## config.mk

```make
export PLATFORM = sky130hd
export DESIGN_NAME = arb_grant_mux
export DESIGN_NICKNAME = d
export VERILOG_FILES = /design/src/rtl/arb_grant_mux_pkg.sv /design/src/rtl/arb_skid_buf2.sv /design/src/rtl/arb_grant_mux.sv
export SDC_FILE = /design/constraint.sdc
export NUM_CORES = 1
export LEC_CHECK = 0
export CORE_ASPECT_RATIO = 0.5
export CORE_MARGIN = 2
export CORE_UTILIZATION = 40
export CTS_BUF_LIST = sky130_fd_sc_hd__clkbuf_4
export DETAILED_ROUTE_END_ITERATION = 8
export PLACE_DENSITY = 0.91
export SLEW_MARGIN = 5
export SYNTH_ARGS = -nofsm -noshare
export SYNTH_HDL_FRONTEND = slang
export SYNTH_SLANG_ARGS = --single-unit
```

## constraint.sdc

```tcl
create_clock -name clk -period 3.8 [get_ports clk]
set_clock_uncertainty 0.15 [all_clocks]
set_input_delay 1.14 -clock clk [delete_from_list [all_inputs] [get_ports clk]]
set_output_delay 1.14 -clock clk [all_outputs]
set_load 0.02 [all_outputs]
```

## src/rtl/arb_grant_mux_pkg.sv

```systemverilog
// Shared arbiter definitions: default source count / payload width and the
// helpers that size the id field and a buffered payload entry.
package arb_grant_mux_pkg;

    localparam int ARB_REQ_NUM_DEF = 8;
    localparam int ARB_DATA_WD_DEF = 32;

    // Width of a source index; a single source still needs a 1-bit id port.
    function automatic int arb_id_wd(input int req_num);
        return (req_num > 1) ? $clog2(req_num) : 1;
    endfunction

    // One buffered entry is {id, payload}.
    function automatic int arb_entry_wd(input int data_wd, input int id_wd);
        return data_wd + id_wd;
    endfunction

endpackage

```

## src/rtl/arb_skid_buf2.sv

```systemverilog
// Two-entry in-order buffer. Slot 0 is always the head; slot 1 holds the
// second entry. Vacated slots are cleared so an empty buffer presents zeros.
module arb_skid_buf2
    import arb_grant_mux_pkg::*;
#(
    parameter int DATA_WD = ARB_DATA_WD_DEF,
    parameter int ID_WD   = arb_id_wd(ARB_REQ_NUM_DEF)
) (
    input  logic               clk,
    input  logic               rst_n,
    input  logic               push_i,
    input  logic [DATA_WD-1:0] data_i,
    input  logic [ID_WD-1:0]   id_i,
    input  logic               pop_i,
    output logic [DATA_WD-1:0] head_data_o,
    output logic [ID_WD-1:0]   head_id_o,
    output logic [1:0]         count_o
);

    localparam int ENTRY_WD = arb_entry_wd(DATA_WD, ID_WD);

    logic [ENTRY_WD-1:0] slot0_q, slot0_d;
    logic [ENTRY_WD-1:0] slot1_q, slot1_d;
    logic [1:0]          count_q, count_d;
    logic [ENTRY_WD-1:0] entry_in;
    logic                pop_eff;
    logic                push_eff;

    assign entry_in = {id_i, data_i};
    // Ignore pops from empty and pushes into a full buffer that is not draining.
    assign pop_eff  = pop_i & (count_q != 2'd0);
    assign push_eff = push_i & ((count_q != 2'd2) | pop_eff);

    // Next-state: shift on pop, append at the first free slot on push.
    always_comb begin
        slot0_d = slot0_q;
        slot1_d = slot1_q;
        count_d = count_q;
        case ({push_eff, pop_eff})
            2'b10: begin
                if (count_q == 2'd0) slot0_d = entry_in;
                else                 slot1_d = entry_in;
                count_d = count_q + 2'd1;
            end
            2'b01: begin
                slot0_d = slot1_q;
                slot1_d = '0;
                count_d = count_q - 2'd1;
            end
            2'b11: begin
                if (count_q == 2'd1) begin
                    slot0_d = entry_in;
                end else begin
                    slot0_d = slot1_q;
                    slot1_d = entry_in;
                end
            end
            default: ;
        endcase
    end

    // Buffer state; asynchronous reset discards everything held.
    always_ff @(posedge clk or negedge rst_n) begin
        if (!rst_n) begin
            slot0_q <= '0;
            slot1_q <= '0;
            count_q <= 2'd0;
        end else begin
            slot0_q <= slot0_d;
            slot1_q <= slot1_d;
            count_q <= count_d;
        end
    end

    assign head_data_o = slot0_q[DATA_WD-1:0];
    assign head_id_o   = slot0_q[ENTRY_WD-1:DATA_WD];
    assign count_o     = count_q;

endmodule

```

## src/rtl/arb_grant_mux.sv

```systemverilog
// Grant-driven payload mux between N sources and one downstream port.
// Requests go to an external arbiter only while the output buffer has room;
// the one-hot grant that comes back selects the payload to buffer.
module arb_grant_mux
    import arb_grant_mux_pkg::*;
#(
    parameter int  REQ_NUM = ARB_REQ_NUM_DEF,
    parameter int  DATA_WD = ARB_DATA_WD_DEF,
    localparam int ID_WD   = arb_id_wd(REQ_NUM)
) (
    input  logic                       clk,
    input  logic                       rst_n,
    input  logic [REQ_NUM-1:0]         s_valid,
    input  logic [REQ_NUM*DATA_WD-1:0] s_data,
    output logic [REQ_NUM-1:0]         s_ready,
    output logic [REQ_NUM-1:0]         arb_reqs,
    input  logic [REQ_NUM-1:0]         arb_grants,
    output logic                       m_valid,
    output logic [DATA_WD-1:0]         m_data,
    output logic [ID_WD-1:0]           m_id,
    input  logic                       m_ready,
    output logic                       grant_err,
    output logic [15:0]                beat_cnt
);

    logic [1:0]         count;
    logic               can_accept;
    logic               grant_multi;
    logic               grant_invalid;
    logic               grant_none;
    logic               grant_bad;
    logic               push;
    logic               pop;
    logic [DATA_WD-1:0] push_data;
    logic [ID_WD-1:0]   push_id;
    logic [DATA_WD-1:0] data_terms [REQ_NUM];
    logic [ID_WD-1:0]   id_terms   [REQ_NUM];
    logic               grant_err_q, grant_err_d;
    logic [15:0]        beat_cnt_q, beat_cnt_d;

    // Only registered occupancy gates requests, so m_ready never reaches s_ready.
    assign can_accept = (count < 2'd2);
    assign arb_reqs   = can_accept ? s_valid : '0;

    // Grant sanity: more than one bit, a bit on an idle source, or nothing at all.
    assign grant_multi   = |(arb_grants & (arb_grants - REQ_NUM'(1)));
    assign grant_invalid = |(arb_grants & ~s_valid);
    assign grant_none    = ~|arb_grants & |arb_reqs;
    assign grant_bad     = can_accept & (grant_multi | grant_invalid | grant_none);

    // A bad grant blocks the whole cycle so no source sees an accept.
    assign s_ready = (can_accept & ~grant_bad) ? (arb_grants & s_valid) : '0;
    assign push    = |s_ready;
    assign pop     = m_valid & m_ready;

    // AND-OR select: s_ready is one-hot or zero, so masked terms just OR together.
    for (genvar gi = 0; gi < REQ_NUM; gi++) begin : g_sel
        assign data_terms[gi] = {DATA_WD{s_ready[gi]}} & s_data[gi*DATA_WD +: DATA_WD];
        assign id_terms[gi]   = s_ready[gi] ? ID_WD'(gi) : '0;
    end

    // OR-reduce the masked payload and id terms.
    always_comb begin
        push_data = '0;
        push_id   = '0;
        for (int i = 0; i < REQ_NUM; i++) begin
            push_data = push_data | data_terms[i];
            push_id   = push_id | id_terms[i];
        end
    end

    arb_skid_buf2 #(
        .DATA_WD (DATA_WD),
        .ID_WD   (ID_WD)
    ) u_buf (
        .clk         (clk),
        .rst_n       (rst_n),
        .push_i      (push),
        .data_i      (push_data),
        .id_i        (push_id),
        .pop_i       (pop),
        .head_data_o (m_data),
        .head_id_o   (m_id),
        .count_o     (count)
    );

    assign m_valid = (count != 2'd0);

    // Sticky error flag and saturating beat counter next-state.
    always_comb begin
        grant_err_d = grant_err_q | grant_bad;
        beat_cnt_d  = beat_cnt_q;
        if (pop && (beat_cnt_q != 16'hFFFF)) beat_cnt_d = beat_cnt_q + 16'd1;
    end

    // Status registers, cleared asynchronously.
    always_ff @(posedge clk or negedge rst_n) begin
        if (!rst_n) begin
            grant_err_q <= 1'b0;
            beat_cnt_q  <= 16'd0;
        end else begin
            grant_err_q <= grant_err_d;
            beat_cnt_q  <= beat_cnt_d;
        end
    end

    assign grant_err = grant_err_q;
    assign beat_cnt  = beat_cnt_q;

endmodule

```

# [Yosys cells after proc, flatten, opt, wreduce, memory -nomap -nowiden]
# Index checks and enable logic that the tools add are counted.
[word_totals] elab_cells=84 register_bits=89
[classes] n_eq_ne=9 order_cmp=1 bitwise_logic=36 add_sub_neg=4 reduce_logical=13 muxes=16
[op_table] cell="32-bit bitwise AND" n=8
[op_table] cell="32-bit bitwise OR" n=7
[op_table] cell="35-bit one-hot mux with 3 select lines" n=2
[op_table] cell="35-bit two-way mux" n=4
[op_table] cell="8-bit OR reduction" n=5
[op_table] cell="8-bit bitwise AND" n=3
[op_table] cell="16-bit by 1-bit adder with 16-bit output (second input constant)" n=1
[op_table] cell="8-bit two-way mux" n=2
[op_table] cell="16-bit != test (second input constant)" n=1
[op_table] cell="3-bit two-way mux" n=4
[op_table] cell="3-bit bitwise OR" n=3
[op_table] cell="8-bit NOT" n=1
[op_table] cell="8-bit by 1-bit subtractor with 8-bit output (second input constant)" n=1
[op_table] cell="1-bit bitwise AND" n=6
[op_table] cell="2-bit != test (second input constant)" n=3
[op_table] cell="2-bit by 1-bit equality test with 1-bit output (second input constant)" n=2
[op_table] cell="2-bit equality test (second input constant)" n=2
[op_table] cell="2-bit two-way mux" n=2
[op_table] cell="1-bit bitwise OR" n=4
[op_table] cell="2-bit one-hot mux with 2 select lines" n=1
[op_table] cell="2-bit nonzero test" n=2
[op_table] cell="2-bit by 3-bit bitwise OR with 3-bit output" n=1
[op_table] cell="3-bit AND reduction" n=1
[op_table] cell="3-bit nonzero test" n=1
[op_table] cell="other kinds (12)" n=12

# [Depth between registers and ports, before layout]
[logic_depth] word_depth=19 ltp_mapped=11 ltp_nobuf=8

# [Hierarchy]
# A second synthesis with hierarchy kept.
[hier_totals] cells_unflattened=772 area_unflattened_um2=6467.5
[by_module_without_submodules] mod="arb_skid_buf2" area_each_um2=3552.2 seq_area_each_um2=1801.7 cells_each=373 n_inst=1
[by_module_without_submodules] mod="arb_grant_mux" area_each_um2=2915.3 seq_area_each_um2=425.4 cells_each=399 n_inst=1

# [Least setup slack after synthesis]
# Ideal clock, no wire load.
[synth_path] path_kind="input port to output port" from="in arb_grants[3]" to="out s_ready[0]" n_path_buf=1 cell_stages=5 path_slack_ns=-0.135 arrival_ns=2.645 t_required_ns=2.510 path_cell_list="or4_4 > o31a_1 > a21oi_4 > clkbuf_1 > and3_1"
[synth_via] elab_chain_cells=9 word_cells_on_any_way=14
[synth_lines] item="start, declared" line="arb_grant_mux.sv:17" text="input logic [REQ_NUM-1:0] arb_grants,"
[synth_lines] item="8-bit by 1-bit subtractor with 8-bit output" line="arb_grant_mux.sv:46" text="assign grant_multi = |(arb_grants & (arb_grants - REQ_NUM'(1)));"
[synth_lines] item="8-bit bitwise AND" line="arb_grant_mux.sv:46"
[synth_lines] item="8-bit OR reduction" line="arb_grant_mux.sv:46"
[synth_lines] item="1-bit bitwise OR" line="arb_grant_mux.sv:49" text="assign grant_bad = can_accept & (grant_multi | grant_invalid | grant_none);"
[synth_lines] item="1-bit bitwise OR *" line="arb_grant_mux.sv:49"
[synth_lines] item="1-bit bitwise AND *" line="arb_grant_mux.sv:49"
[synth_lines] item="1-bit NOT *" line="arb_grant_mux.sv:52" text="assign s_ready = (can_accept & ~grant_bad) ? (arb_grants & s_valid) : '0;"
[synth_lines] item="1-bit bitwise AND *" line="arb_grant_mux.sv:52"
[synth_lines] item="8-bit two-way mux *" line="arb_grant_mux.sv:52"
[synth_lines] item="end, declared" line="arb_grant_mux.sv:15" text="output logic [REQ_NUM-1:0] s_ready,"
# Mark *: on every way between the ends. The rest lies on a longest branch, timed or not.

# [Final worst setup path]
[layout_path] from="in arb_grants[3]" to="out s_ready[3]"
[layout_via] elab_chain_cells=9 word_cells_on_any_way=15
[layout_lines] item="8-bit by 1-bit subtractor with 8-bit output" line="arb_grant_mux.sv:46"
[layout_lines] item="8-bit bitwise AND" line="arb_grant_mux.sv:46"
[layout_lines] item="8-bit OR reduction" line="arb_grant_mux.sv:46"
[layout_lines] item="1-bit bitwise OR (2 in a row)" line="arb_grant_mux.sv:49"
[layout_lines] item="1-bit bitwise AND" line="arb_grant_mux.sv:49"
[layout_lines] item="1-bit NOT" line="arb_grant_mux.sv:52"
[layout_lines] item="1-bit bitwise AND" line="arb_grant_mux.sv:52"
[layout_lines] item="8-bit two-way mux *" line="arb_grant_mux.sv:52"
# Marked as above.

==> flow_summary.ini <==
[yosys]
netlist_instances = 631
synth_edf_count = 0
ys_seq_area_frac = 0.3755
async_flop_share = 1.000
synth_area_um2 = 5931
synth.yosys.warnings = 0
synth_top_area_frac = 0.3755
avg_cell_area_syn_um2 = 9.399
yosys.area.top_type = sky130_fd_sc_hd__dfrtp_1
number_of_distinct_library_cell_variants_in_the_gate_level_netlist_after_synthesis = 54
ys.flop_type = sky130_fd_sc_hd__dfrtp_1
synthesis.nets = 910
synth.area.top_cells = sky130_fd_sc_hd__dfrtp_1, sky130_fd_sc_hd__a22oi_1, sky130_fd_sc_hd__mux2_1, sky130_fd_sc_hd__nor2_1, sky130_fd_sc_hd__and3_1
register_bit_total_from_synthesis = 89

[sta]
period_share = 1.045
timing_worst_slew_pin_value_ps = 757.9
setup_failing_eps_final = 8
timing.max_slew.rel_slack = 0.4901
unrepaired_setup_endpoints_after_global_routing = true
timing.setup.tns_ps = -1263
timing_hold_violations_final = 0
layout_setup_ws_ps = -172.6
finalWorstPathRequiredPeriod_ps = 3973
max_clock_freq_mhz = 251.7
timing_max_transition_violations_final = 0

[outcome]
failing_checks = negative setup slack
outcome = finished, violations left

[critical_path]
setup.worst_path.class = primary input to output pin
worst-endpoint-required_ps = 2510
regToRegSetupSlack_ps = 920
worst_setup_sp = arb_grants[3]
start_kind = primary input
rr_startpoint = u_buf.count_o[1]$_DFFE_PN0P_
r2r_cell_count = 9
arrival_ps = 2680
r2r_end = u_buf.slot0_q[16]$_DFFE_PN0P_
worst-path-max-fanout = 6
critical_path.endpoint_type = output pin

[global_routing]
grt-ovfl-total = 0
grtUsageTotal = 0.3183
grt_start_max_net_pins = 61
antenna_found_initial = 0
first_pass_grt_wire_length_um = 39920
first_global_vias = 7273

[clocking]
cts_tree = yes
clock_path_buffers = 2
clk-insertion-delay-late_ps = 450
clock_tree.htree_level_count = 3
clock_sink_count = 89
clock-root-buffer = sky130_fd_sc_hd__clkbuf_4
path_clk_slew_ps = 140
cts_inserted_buffers = 9

[hold_path]
hold_path_startpoint = grant_err$_DFF_PN0_
timing.hold.worst_endpoint = grant_err$_DFF_PN0_
whs_path_depth = 1
classification_of_the_worst_slack_hold_path = register to register

[floorplanning]
die_area_um2 = 15880
core_area_um2 = 14470
placementRows = 31
start_util = 0.4099
floorplan.io_pins = 344
die_w_um = 176.2
die_h_um = 90.10

[routing]
routedWlPerCell_um = 20.98
drt-vias-per-instance = 6.004
drt_pre_antenna_iters = 6
wl_met1_um = 10800
ant_nets = 0
met2_wirelength_um = 12300
route.top_layer_used = met4
routed-via-count = 7295
wl_met3_um = 1685
initialDrtViolationCount = 713
routed_wl_um = 25490
drcViolationCount = 0

[job]
maxCapViolCount = 0

[power_and_ir_drop]
vdd_drop_max_mv = 0.2232
report.power.total_mw = 3.539
p_leak_nw = 4.404
power_per_cell_area_nw_per_um2 = 339.2

[place]
dp_worst_setup_slack_ps = -1136
place_area_um2 = 9952
gp_congestion = 0.9914
io_buffer_count = 343
dp_hpwl_um = 19460

[finish]
num-nets-final = 1291
num_antenna_cells = 0
design_area_um2 = 10430
final_layout_size_suffix_gt1_frac = 0.1514
syn_to_final_growth_pct = 75.93
-- repair_timing --
| item | CTS | global route |
|---|---|---|
| pin swaps | 9 | 8 |
| hold buffers | 0 | 0 |
| gates cloned | 0 | 0 |
| gates resized for setup | 94 | 14 |
| setup buffers | 25 | 5 |
| endpoints found under the setup margin | 13 | 8 |
-- sequential cells by signal, summed over array words and instances, names as in the netlist --
name and flops:
u_buf.slot0_q 35, u_buf.slot1_q 35, beat_cnt 16, grant_err 1
u_buf.count_o 2
-- synth_stat cells, drive strengths merged, types with 2 or more instances --
master,number
nor4,27
a2111oi,3
and4,20
xnor2,9
nand4,10
xor2,6
nor3,15
ha,4
a22o,13
a221oi,13
o32a,13
inv,8
a211oi,2
a22oi,103
or4,4
nor2,64
a221o,21
nand2,5
and2,10
clkbuf,58
a21oi,15
buf,9
a31oi,2
nor2b,8
a21boi,2
dfrtp,89
o211ai,2
and3,35
nand3,8
mux2,36
nand2b,2
-- metrics by stage --
step | hold WS, ps | cells | util
final | 335.7 | 1215 | 0.7212
after detailed placement | 305.6 | 1169 | 0.6879
after CTS | 336.1 | 1210 | 0.7168
after floorplan | 308.6 | 631 | -
after global routing | 364.5 | 1215 | 0.7212
after global placement | 295.0 | 1169 | 0.6879
-- layout by cell type (no fill, tap or decap), types with 3 or more instances in the layout --
cell and n:
sky130_fd_sc_hd__xor2_1 6, sky130_fd_sc_hd__ha_1 4, sky130_fd_sc_hd__or4_4 3, sky130_fd_sc_hd__nand3_1 7
sky130_fd_sc_hd__clkdlybuf4s15_1 4, sky130_fd_sc_hd__buf_6 13, sky130_fd_sc_hd__a22o_1 13, sky130_fd_sc_hd__o32a_1 13
sky130_fd_sc_hd__and2_1 10, sky130_fd_sc_hd__buf_12 8, sky130_fd_sc_hd__and3_1 27, sky130_fd_sc_hd__a221o_1 21
sky130_fd_sc_hd__nand4_1 10, sky130_fd_sc_hd__a221oi_1 13, sky130_fd_sc_hd__a21oi_1 14, sky130_fd_sc_hd__nor2_1 63
sky130_fd_sc_hd__xnor2_1 9, sky130_fd_sc_hd__and4_1 20, sky130_fd_sc_hd__a22oi_1 103, sky130_fd_sc_hd__and3_4 8
sky130_fd_sc_hd__nand2_1 4, sky130_fd_sc_hd__dfrtp_1 89, sky130_fd_sc_hd__inv_1 7, sky130_fd_sc_hd__dlygate4sd2_1 6
sky130_fd_sc_hd__buf_4 83, sky130_fd_sc_hd__nor3_1 15, sky130_fd_sc_hd__nor4_1 24, sky130_fd_sc_hd__clkdlybuf4s50_1 318
sky130_fd_sc_hd__nor2b_1 6, sky130_fd_sc_hd__mux2_1 35, sky130_fd_sc_hd__clkbuf_4 9
-- power breakdown --
group,switching [mW],leakage [nW],internal (mW),total [mW]
clock network,0.343,0.0597,0.133,0.476
logic,0.939,3.15,0.926,1.87
registers,0.130,1.19,1.07,1.20
-- how the worst max path moves through the flow --
| stage | slack (ps) | endpoint |
|---|---|---|
| after floorplan | 20 | s_ready[0] |
| after global placement | -1070 | s_ready[7] |
| after detailed placement | -1140 | s_ready[3] |
| after CTS | -200 | s_ready[3] |
| after global routing | -220 | s_ready[1] |
| final | -170 | s_ready[3] |
-- cells by family after synthesis --
kind of cell,count (synthesis),synth area share
flip-flops,89,0.3755
adder cells (fa/ha/maj),5,0.01013
multiplexers,36,0.06835
buffers and inverters,75,0.05211
AND/OR/NAND/NOR,212,0.2015
XOR/XNOR,15,0.02215
AO/OA/AOI/OAI,199,0.2703
-- layer usage --
layer	vias up	global-route usage
met5	-	0
met4	0	0.08884
met3	67	0.04484
met2	354	0.5141
met1	3611	0.4467
li1	3263	-
-- cell type report --
| class | count | area (um2) |
|---|---|---|
| multi-input combinational | 467 | 3565 |
| tap | 198 | 247.7 |
| sequential | 89 | 2227 |
| clock inverter | 7 | 46.29 |
| fill | 1041 | 4034 |
| clock buffer | 9 | 67.56 |
| inverter | 8 | 30.03 |
| timing repair buffer | 437 | 4250 |
-- critical path: stages --
cell,delay (ps)
sky130_fd_sc_hd__buf_8,100
sky130_fd_sc_hd__or4_4,550
sky130_fd_sc_hd__o31a_1,280
sky130_fd_sc_hd__a21oi_4,170
sky130_fd_sc_hd__buf_12,130
sky130_fd_sc_hd__and3_4,180
sky130_fd_sc_hd__buf_6,110
(Power assumes the default switching activity.)
